`config.mk`:
```
export PLATFORM = sky130hd
export DESIGN_NAME = regfile_dump_rx_flat
export DESIGN_NICKNAME = d
export VERILOG_FILES = /design/src/rtl/regfile_dump_rx_if.sv /design/src/rtl/regfile_dump_rx.sv /design/src/flat_wrapper.sv
export SDC_FILE = /design/constraint.sdc
export NUM_CORES = 2
export LEC_CHECK = 0
export CORE_AREA = 2 2 412 414
export CTS_CLUSTER_SIZE = 10
export DETAILED_ROUTE_END_ITERATION = 8
export DIE_AREA = 0 0 414 416
export SYNTH_ARGS = -nofsm -noshare
export SYNTH_HDL_FRONTEND = slang
export SYNTH_SLANG_ARGS = --single-unit
export TNS_END_PERCENT = 50
```
`constraint.sdc`:
```
create_clock -name clk12 -period 33.5 [get_ports clk12]
set_input_delay 3.35 -clock clk12 [delete_from_list [all_inputs] [get_ports clk12]]
set_output_delay 3.35 -clock clk12 [all_outputs]
set_load 0.1 [all_outputs]
```
`src/rtl/regfile_dump_rx_if.sv`:
```
// Host-side bundle for the register-file dump receiver: serial input, word stream,
// status strobes and the shadow register-file read port.
interface regfile_dump_rx_if;
    logic        rx;
    logic        word_valid;
    logic [4:0]  word_index;
    logic [31:0] word_data;
    logic        frame_done;
    logic        frame_error;
    logic        busy;
    logic [4:0]  shadow_read_address;
    logic [31:0] shadow_read_data;

    modport slave (
        input  rx,
        input  shadow_read_address,
        output word_valid,
        output word_index,
        output word_data,
        output frame_done,
        output frame_error,
        output busy,
        output shadow_read_data
    );

    modport master (
        output rx,
        output shadow_read_address,
        input  word_valid,
        input  word_index,
        input  word_data,
        input  frame_done,
        input  frame_error,
        input  busy,
        input  shadow_read_data
    );
endinterface

```
`src/rtl/regfile_dump_rx.sv`:
```
// 8N1 UART receiver that reassembles 128-byte register-file dumps into 32 LE words
// plus a shadow copy. Define REGFILE_RX_SYNC_EN to add a 2-flop rx synchroniser.
module regfile_dump_rx #(
    parameter int CLKS_PER_BIT = 104,
    parameter int TIMEOUT_CLKS = 2080
) (
    input  logic               clk12,
    input  logic               rst,
    regfile_dump_rx_if.slave   bus
);

    localparam int HALF_BIT = CLKS_PER_BIT / 2;
    localparam int BIT_W    = $clog2(CLKS_PER_BIT + 1);
    localparam int TO_W     = $clog2(TIMEOUT_CLKS + 1);

    typedef enum logic [1:0] {S_IDLE, S_START, S_DATA, S_STOP} state_e;

    state_e             state_q, state_d;
    logic [BIT_W-1:0]   bit_clk_q, bit_clk_d;
    logic [2:0]         bit_cnt_q, bit_cnt_d;
    logic [7:0]         shift_q, shift_d;
    logic               rx_prev_q;
    logic [1:0]         byte_idx_q, byte_idx_d;
    logic [4:0]         word_cnt_q, word_cnt_d;
    logic [23:0]        word_acc_q, word_acc_d;
    logic [TO_W-1:0]    timeout_q, timeout_d;
    logic               busy_q, busy_d;
    logic               word_valid_q, word_valid_d;
    logic               frame_done_q, frame_done_d;
    logic               frame_error_q, frame_error_d;
    logic [4:0]         word_index_q, word_index_d;
    logic [31:0]        word_data_q, word_data_d;
    logic [31:0]        shadow_q [32];

    logic rx_s;
    logic start_edge, byte_ok, stop_bad, timeout_hit;

`ifdef REGFILE_RX_SYNC_EN
    logic [1:0] sync_q, sync_d;
    assign sync_d = {sync_q[0], bus.rx};
    assign rx_s   = sync_q[1];

    always_ff @(posedge clk12 or posedge rst) begin
        if (rst) sync_q <= 2'b11;
        else     sync_q <= sync_d;
    end
`else
    assign rx_s = bus.rx;
`endif

    always_comb begin
        // NOTE: every comb output gets a default first so no path can infer a latch.
        state_d       = state_q;
        bit_clk_d     = bit_clk_q;
        bit_cnt_d     = bit_cnt_q;
        shift_d       = shift_q;
        byte_idx_d    = byte_idx_q;
        word_cnt_d    = word_cnt_q;
        word_acc_d    = word_acc_q;
        timeout_d     = timeout_q;
        busy_d        = busy_q;
        word_valid_d  = 1'b0;
        frame_done_d  = 1'b0;
        frame_error_d = 1'b0;
        word_index_d  = word_index_q;
        word_data_d   = word_data_q;
        start_edge    = 1'b0;
        byte_ok       = 1'b0;
        stop_bad      = 1'b0;
        timeout_hit   = 1'b0;

        case (state_q)
            S_IDLE: begin
                if (rx_prev_q && !rx_s) begin
                    start_edge = 1'b1;
                    state_d    = S_START;
                    bit_clk_d  = '0;
                end
            end
            S_START: begin
                if (bit_clk_q == BIT_W'(HALF_BIT - 1)) begin
                    bit_clk_d = '0;
                    bit_cnt_d = '0;
                    state_d   = rx_s ? S_IDLE : S_DATA;
                end else begin
                    bit_clk_d = bit_clk_q + BIT_W'(1);
                end
            end
            S_DATA: begin
                if (bit_clk_q == BIT_W'(CLKS_PER_BIT - 1)) begin
                    bit_clk_d = '0;
                    shift_d   = {rx_s, shift_q[7:1]};
                    bit_cnt_d = bit_cnt_q + 3'd1;
                    if (bit_cnt_q == 3'd7) state_d = S_STOP;
                end else begin
                    bit_clk_d = bit_clk_q + BIT_W'(1);
                end
            end
            S_STOP: begin
                // Leave mid stop bit so a back-to-back start edge is not missed.
                if (bit_clk_q == BIT_W'(CLKS_PER_BIT - 1)) begin
                    bit_clk_d = '0;
                    state_d   = S_IDLE;
                    byte_ok   = rx_s;
                    stop_bad  = !rx_s;
                end else begin
                    bit_clk_d = bit_clk_q + BIT_W'(1);
                end
            end
            default: state_d = S_IDLE;
        endcase

        // Inter-byte watchdog: a start edge in the expiry cycle takes priority.
        if (start_edge || !busy_q) begin
            timeout_d = '0;
        end else if (state_q == S_IDLE) begin
            if (timeout_q == TO_W'(TIMEOUT_CLKS - 1)) timeout_hit = 1'b1;
            else                                      timeout_d   = timeout_q + TO_W'(1);
        end

        if (timeout_hit || stop_bad) begin
            frame_error_d = 1'b1;
            byte_idx_d    = '0;
            word_cnt_d    = '0;
            busy_d        = 1'b0;
            timeout_d     = '0;
        end else if (byte_ok) begin
            byte_idx_d = byte_idx_q + 2'd1;
            busy_d     = 1'b1;
            case (byte_idx_q)
                2'd0: word_acc_d[7:0]   = shift_q;
                2'd1: word_acc_d[15:8]  = shift_q;
                2'd2: word_acc_d[23:16] = shift_q;
                default: begin
                    word_valid_d = 1'b1;
                    word_index_d = word_cnt_q;
                    word_data_d  = {shift_q, word_acc_q};
                    word_cnt_d   = word_cnt_q + 5'd1;
                    if (word_cnt_q == 5'd31) begin
                        frame_done_d = 1'b1;
                        busy_d       = 1'b0;
                    end
                end
            endcase
        end
    end

    always_ff @(posedge clk12 or posedge rst) begin
        if (rst) begin
            state_q       <= S_IDLE;
            bit_clk_q     <= '0;
            bit_cnt_q     <= '0;
            shift_q       <= '0;
            rx_prev_q     <= 1'b1;
            byte_idx_q    <= '0;
            word_cnt_q    <= '0;
            word_acc_q    <= '0;
            timeout_q     <= '0;
            busy_q        <= 1'b0;
            word_valid_q  <= 1'b0;
            frame_done_q  <= 1'b0;
            frame_error_q <= 1'b0;
            word_index_q  <= '0;
            word_data_q   <= '0;
        end else begin
            state_q       <= state_d;
            bit_clk_q     <= bit_clk_d;
            bit_cnt_q     <= bit_cnt_d;
            shift_q       <= shift_d;
            rx_prev_q     <= rx_s;
            byte_idx_q    <= byte_idx_d;
            word_cnt_q    <= word_cnt_d;
            word_acc_q    <= word_acc_d;
            timeout_q     <= timeout_d;
            busy_q        <= busy_d;
            word_valid_q  <= word_valid_d;
            frame_done_q  <= frame_done_d;
            frame_error_q <= frame_error_d;
            word_index_q  <= word_index_d;
            word_data_q   <= word_data_d;
        end
    end

    // Written from the registered strobe, so an entry updates the cycle after word_valid.
    always_ff @(posedge clk12 or posedge rst) begin
        if (rst) begin
            // NOTE: the shadow file must read all-zero straight out of reset, so it is
            // built from resettable flops rather than an inferred RAM.
            for (int i = 0; i < 32; i++) shadow_q[i] <= '0;
        end else if (word_valid_q) begin
            shadow_q[word_index_q] <= word_data_q;
        end
    end

    assign bus.word_valid       = word_valid_q;
    assign bus.word_index       = word_index_q;
    assign bus.word_data        = word_data_q;
    assign bus.frame_done       = frame_done_q;
    assign bus.frame_error      = frame_error_q;
    assign bus.busy             = busy_q;
    assign bus.shadow_read_data = shadow_q[bus.shadow_read_address];

endmodule

```
`src/flat_wrapper.sv`:
```
// flat-port wrapper written by rule: the top's interface ports become plain ports
module regfile_dump_rx_flat 
#(
    parameter int CLKS_PER_BIT = 104,
    parameter int TIMEOUT_CLKS = 2080
)
  (clk12, rst, bus_rx, bus_shadow_read_address, bus_word_valid, bus_word_index, bus_word_data, bus_frame_done, bus_frame_error, bus_busy, bus_shadow_read_data);
  regfile_dump_rx_if bus_i ();
  input  logic clk12;
  input  logic rst;
  input wire logic [$bits(bus_i.rx)-1:0] bus_rx;
  input wire logic [$bits(bus_i.shadow_read_address)-1:0] bus_shadow_read_address;
  output wire logic [$bits(bus_i.word_valid)-1:0] bus_word_valid;
  output wire logic [$bits(bus_i.word_index)-1:0] bus_word_index;
  output wire logic [$bits(bus_i.word_data)-1:0] bus_word_data;
  output wire logic [$bits(bus_i.frame_done)-1:0] bus_frame_done;
  output wire logic [$bits(bus_i.frame_error)-1:0] bus_frame_error;
  output wire logic [$bits(bus_i.busy)-1:0] bus_busy;
  output wire logic [$bits(bus_i.shadow_read_data)-1:0] bus_shadow_read_data;
  assign bus_i.rx = bus_rx;
  assign bus_i.shadow_read_address = bus_shadow_read_address;
  assign bus_word_valid = bus_i.word_valid;
  assign bus_word_index = bus_i.word_index;
  assign bus_word_data = bus_i.word_data;
  assign bus_frame_done = bus_i.frame_done;
  assign bus_frame_error = bus_i.frame_error;
  assign bus_busy = bus_i.busy;
  assign bus_shadow_read_data = bus_i.shadow_read_data;
  regfile_dump_rx #(.CLKS_PER_BIT(CLKS_PER_BIT), .TIMEOUT_CLKS(TIMEOUT_CLKS)) u_core (.clk12(clk12), .rst(rst), .bus(bus_i));
endmodule
```
==> metrics.yaml <==
num_io_pins: 81
start_kind: "input port"
cp.arrival_ns: 8.23
crit_start: "bus_shadow_read_address[1]"
fmax_mhz: 86.4
grt_start_max_net_pins: 186
rr_worst_depth: 7
fp.dieW_um: 414
peakVddDrop_v: 0.0000510
root_buffer: "clkbuf_16"
setup_viol: 0
tritoncts: "yes"
power_density_nw_per_um2: 49.8
drt_iter0_drc: 1779
worstSetupPathType: "input port to primary output"
cp_cell_sequence: "buf_8 -> buf_4 -> buf_4 -> mux4_2 -> o22ai_1 -> nor4_1 -> clkdlybuf4s50_1"
synth_fp_nets: 3193
dpl_worst_slack_ns: 21.68
p_total_w: 0.00284
clk_pin_slew_worst_paths_ns: 0.06
grt_pass1_wl_mm: 207
syn_area_sq_um: 50100
io_buffers: 80
wirelength_mm: 139
cts_setup_buffers: 0
yosys.cell_types.count: 56
seq_area_frac_synth_pct: 56.4
cpPeakStageDelay_ns: 1.29
clk_latency_ns: 0.77
worst_path_max_delay_cell: "clkdlybuf4s50_1"
hold_viol_final: 0
status: "complete, no violations"
wl_per_cell_um: 25.6
ant_nets: 0
maxCapViolCount: 0
synth_edf_count: 0
layout.nets: 3208
drc: 0
cp_max_fo: 77
reg2reg_to: "u_core.bus.word_data[2]"
ys_ff_latch: 1129
slew_headroom_pct: 18.5
async_flop_share_pct: 100
reg2reg_from: "u_core.state_q[0]"
path_common_cell: "buf_4"
core-area_sq_um: 168000
ys_warn_count: 0
htreeDepth: 4
multiInputGateArea_sq_um: 20800
overflow: 0
drive_above_1_share_pct: 50.8
rsz0062_at_grt: "false"
rrSetupSlack_ns: 30.51
worst_pin_slew_ns: 1.22
cts_buffers: 133
cp-end-kind: "primary output"
p_leak_nw: 27.0
netlist_instances: 3171
finalCritPeriodShare_pct: 34.6
vias_per_cell: 5.19
dr.pass1.iters: 4
cts_resized: 0
fp.dieArea_sq_um: 172000
area_delta_synth_final_pct: 13.8
synth_flop_cell: "dfrtp_1"
rows: 151
finalClockSkew_ns: 0.0203
dp_hpwl_mm: 75.2
required_ns: 30.15
timing.setup.tns_ns: 0
min_period_ns: 11.58
cp-endpoint: "bus_shadow_read_data[3]"
syn_avg_cell_area_sq_um: 15.8
cts_hold_buffers: 0
numClockSinks: 1129
die_h_um: 416
vias: 28200
grtUsageTotal_pct: 16.2
clk_path_buf_depth: 3
antenna_found_initial: 8
seq_area_sq_um: 28300
fin_ws_ns: 21.92
gp_congestion: 0.719
drv_slew: 0
grt_pass1_vias: 29900
num-fill-cells: 16100
initial_core_util_pct: 29.8
hold_class: "register to register"
[worst min-delay path by stage]
| stage | start | end | slack, ns | depth (start not counted) |
|---|---|---|---|---|
| after floorplan | u_core.word_acc_q[0] | u_core.bus.word_data[0] | 0.45 | 1 |
| after global placement | u_core.word_acc_q[0] | u_core.bus.word_data[0] | 0.46 | 1 |
| after detailed placement | u_core.shadow_q[888] | u_core.shadow_q[888] | 0.49 | 1 |
| after CTS | u_core.word_acc_q[1] | u_core.bus.word_data[1] | 0.50 | 1 |
| after global routing | u_core.shadow_q[644] | u_core.shadow_q[644] | 0.51 | 1 |
| final | u_core.word_acc_q[1] | u_core.bus.word_data[1] | 0.49 | 1 |
[synth_stat cells (4+ instances only)]
master / n / share of area (%)
inv_1: 13 / 0.097
o22ai_1: 129 / 1.6
nand2_1: 49 / 0.37
nand4_1: 6 / 0.075
xnor2_1: 4 / 0.070
nand3_1: 17 / 0.17
a31oi_1: 4 / 0.050
and3_1: 6 / 0.075
nand3b_1: 7 / 0.10
nor3b_1: 4 / 0.060
clkbuf_1: 144 / 1.1
mux2i_1: 4 / 0.080
o21ai_0: 11 / 0.11
buf_2: 93 / 0.93
buf_1: 48 / 0.36
mux2_2: 1063 / 24
ha_1: 14 / 0.35
and4_1: 5 / 0.087
a21oi_1: 12 / 0.12
mux2_4: 20 / 0.60
dfrtp_1: 1128 / 56
nor3_1: 8 / 0.080
nor2_1: 33 / 0.25
mux2_1: 10 / 0.22
mux4_2: 256 / 12
xor2_1: 4 / 0.070
nor4_1: 34 / 0.42
[kinds of logic after synthesis]
family / Yosys count / synth area share [%]
xor+xnor: 8 / 0.140
mux: 1353 / 36.3
simple gates: 189 / 2.05
fa+ha+maj: 14 / 0.349
compound gates: 174 / 2.25
buf+inv: 304 / 2.58
flops: 1129 / 56.4
[worst max-delay path, delay by kind of cell]
family	cells	cell delay (ns)
buf+inv	4	3.46
simple gates	1	0.87
compound gates	1	0.09
mux	1	0.34
[placed cells by master (no fill, tap or decap), types with 7 or more instances in the layout]
cell	count
a21oi_1	12
clkdlybuf4s50_1	76
mux4_2	256
inv_1	12
mux2_1	10
ha_1	14
mux2_2	1063
mux2_4	20
nand2_2	19
nand2_1	31
nand3b_1	7
o21ai_0	11
nor4_1	34
clkbuf_16	137
nand3_1	16
clkbuf_1	15
dfrtp_1	1128
nor3_1	8
nor2_1	17
o22ai_1	129
nor2_4	16
buf_4	90
[flip-flops by register name, indices dropped and copies added, names as in the netlist, 2 cells and up, named ones only]
| signal | flops |
|---|---|
| u_core.shadow_q | 1024 |
| u_core.bus.word_data | 32 |
| u_core.word_acc_q | 24 |
| u_core.timeout_q | 12 |
| u_core.shift_q | 8 |
| u_core.bit_clk_q | 7 |
| u_core.bus.word_index | 5 |
| u_core.word_cnt_q | 5 |
| u_core.bit_cnt_q | 3 |
| u_core.byte_idx_q | 2 |
[per-stage QoR]
step	hold WS [ns]	area [sq um]	cells	util, %
after global routing	0.507	57100	5439	33.9
after global placement	0.463	53400	5269	31.7
after floorplan	0.452	50100	3171	-
final	0.493	57100	5441	33.9
after detailed placement	0.487	53400	5269	31.7
after CTS	0.499	57100	5438	33.9
[report_power, final]
group          internal (W)  total [W]  switching (W)  leakage, nW
combinational     0.0000446   0.000171       0.000127         9.48
clock              0.000741    0.00129       0.000552         1.80
sequential          0.00137    0.00138     0.00000541         15.7
total               0.00216    0.00284       0.000684         27.0
[cell type report]
cell class	count	share of cell area (%)
flip-flops and latches	1129	49.5
repair buffers	171	2.68
inverters	13	0.0921
diodes	3	0.0132
multi-input cells	1738	36.4
clock inverters	12	0.230
well taps	2218	4.86
clock buffers	157	6.23
[per-layer routing]
layer	up-vias	track usage, %	wire (um)	part of all wire, %
met3	180	2.97	6110	4.4
li1	11900	-	-	-
met2	540	26.3	66900	48
met5	-	0	44	0.032
met4	6	4.58	2820	2.0
met1	15700	22.2	63500	46
Note: power is estimated with default switching activity, not from simulation.
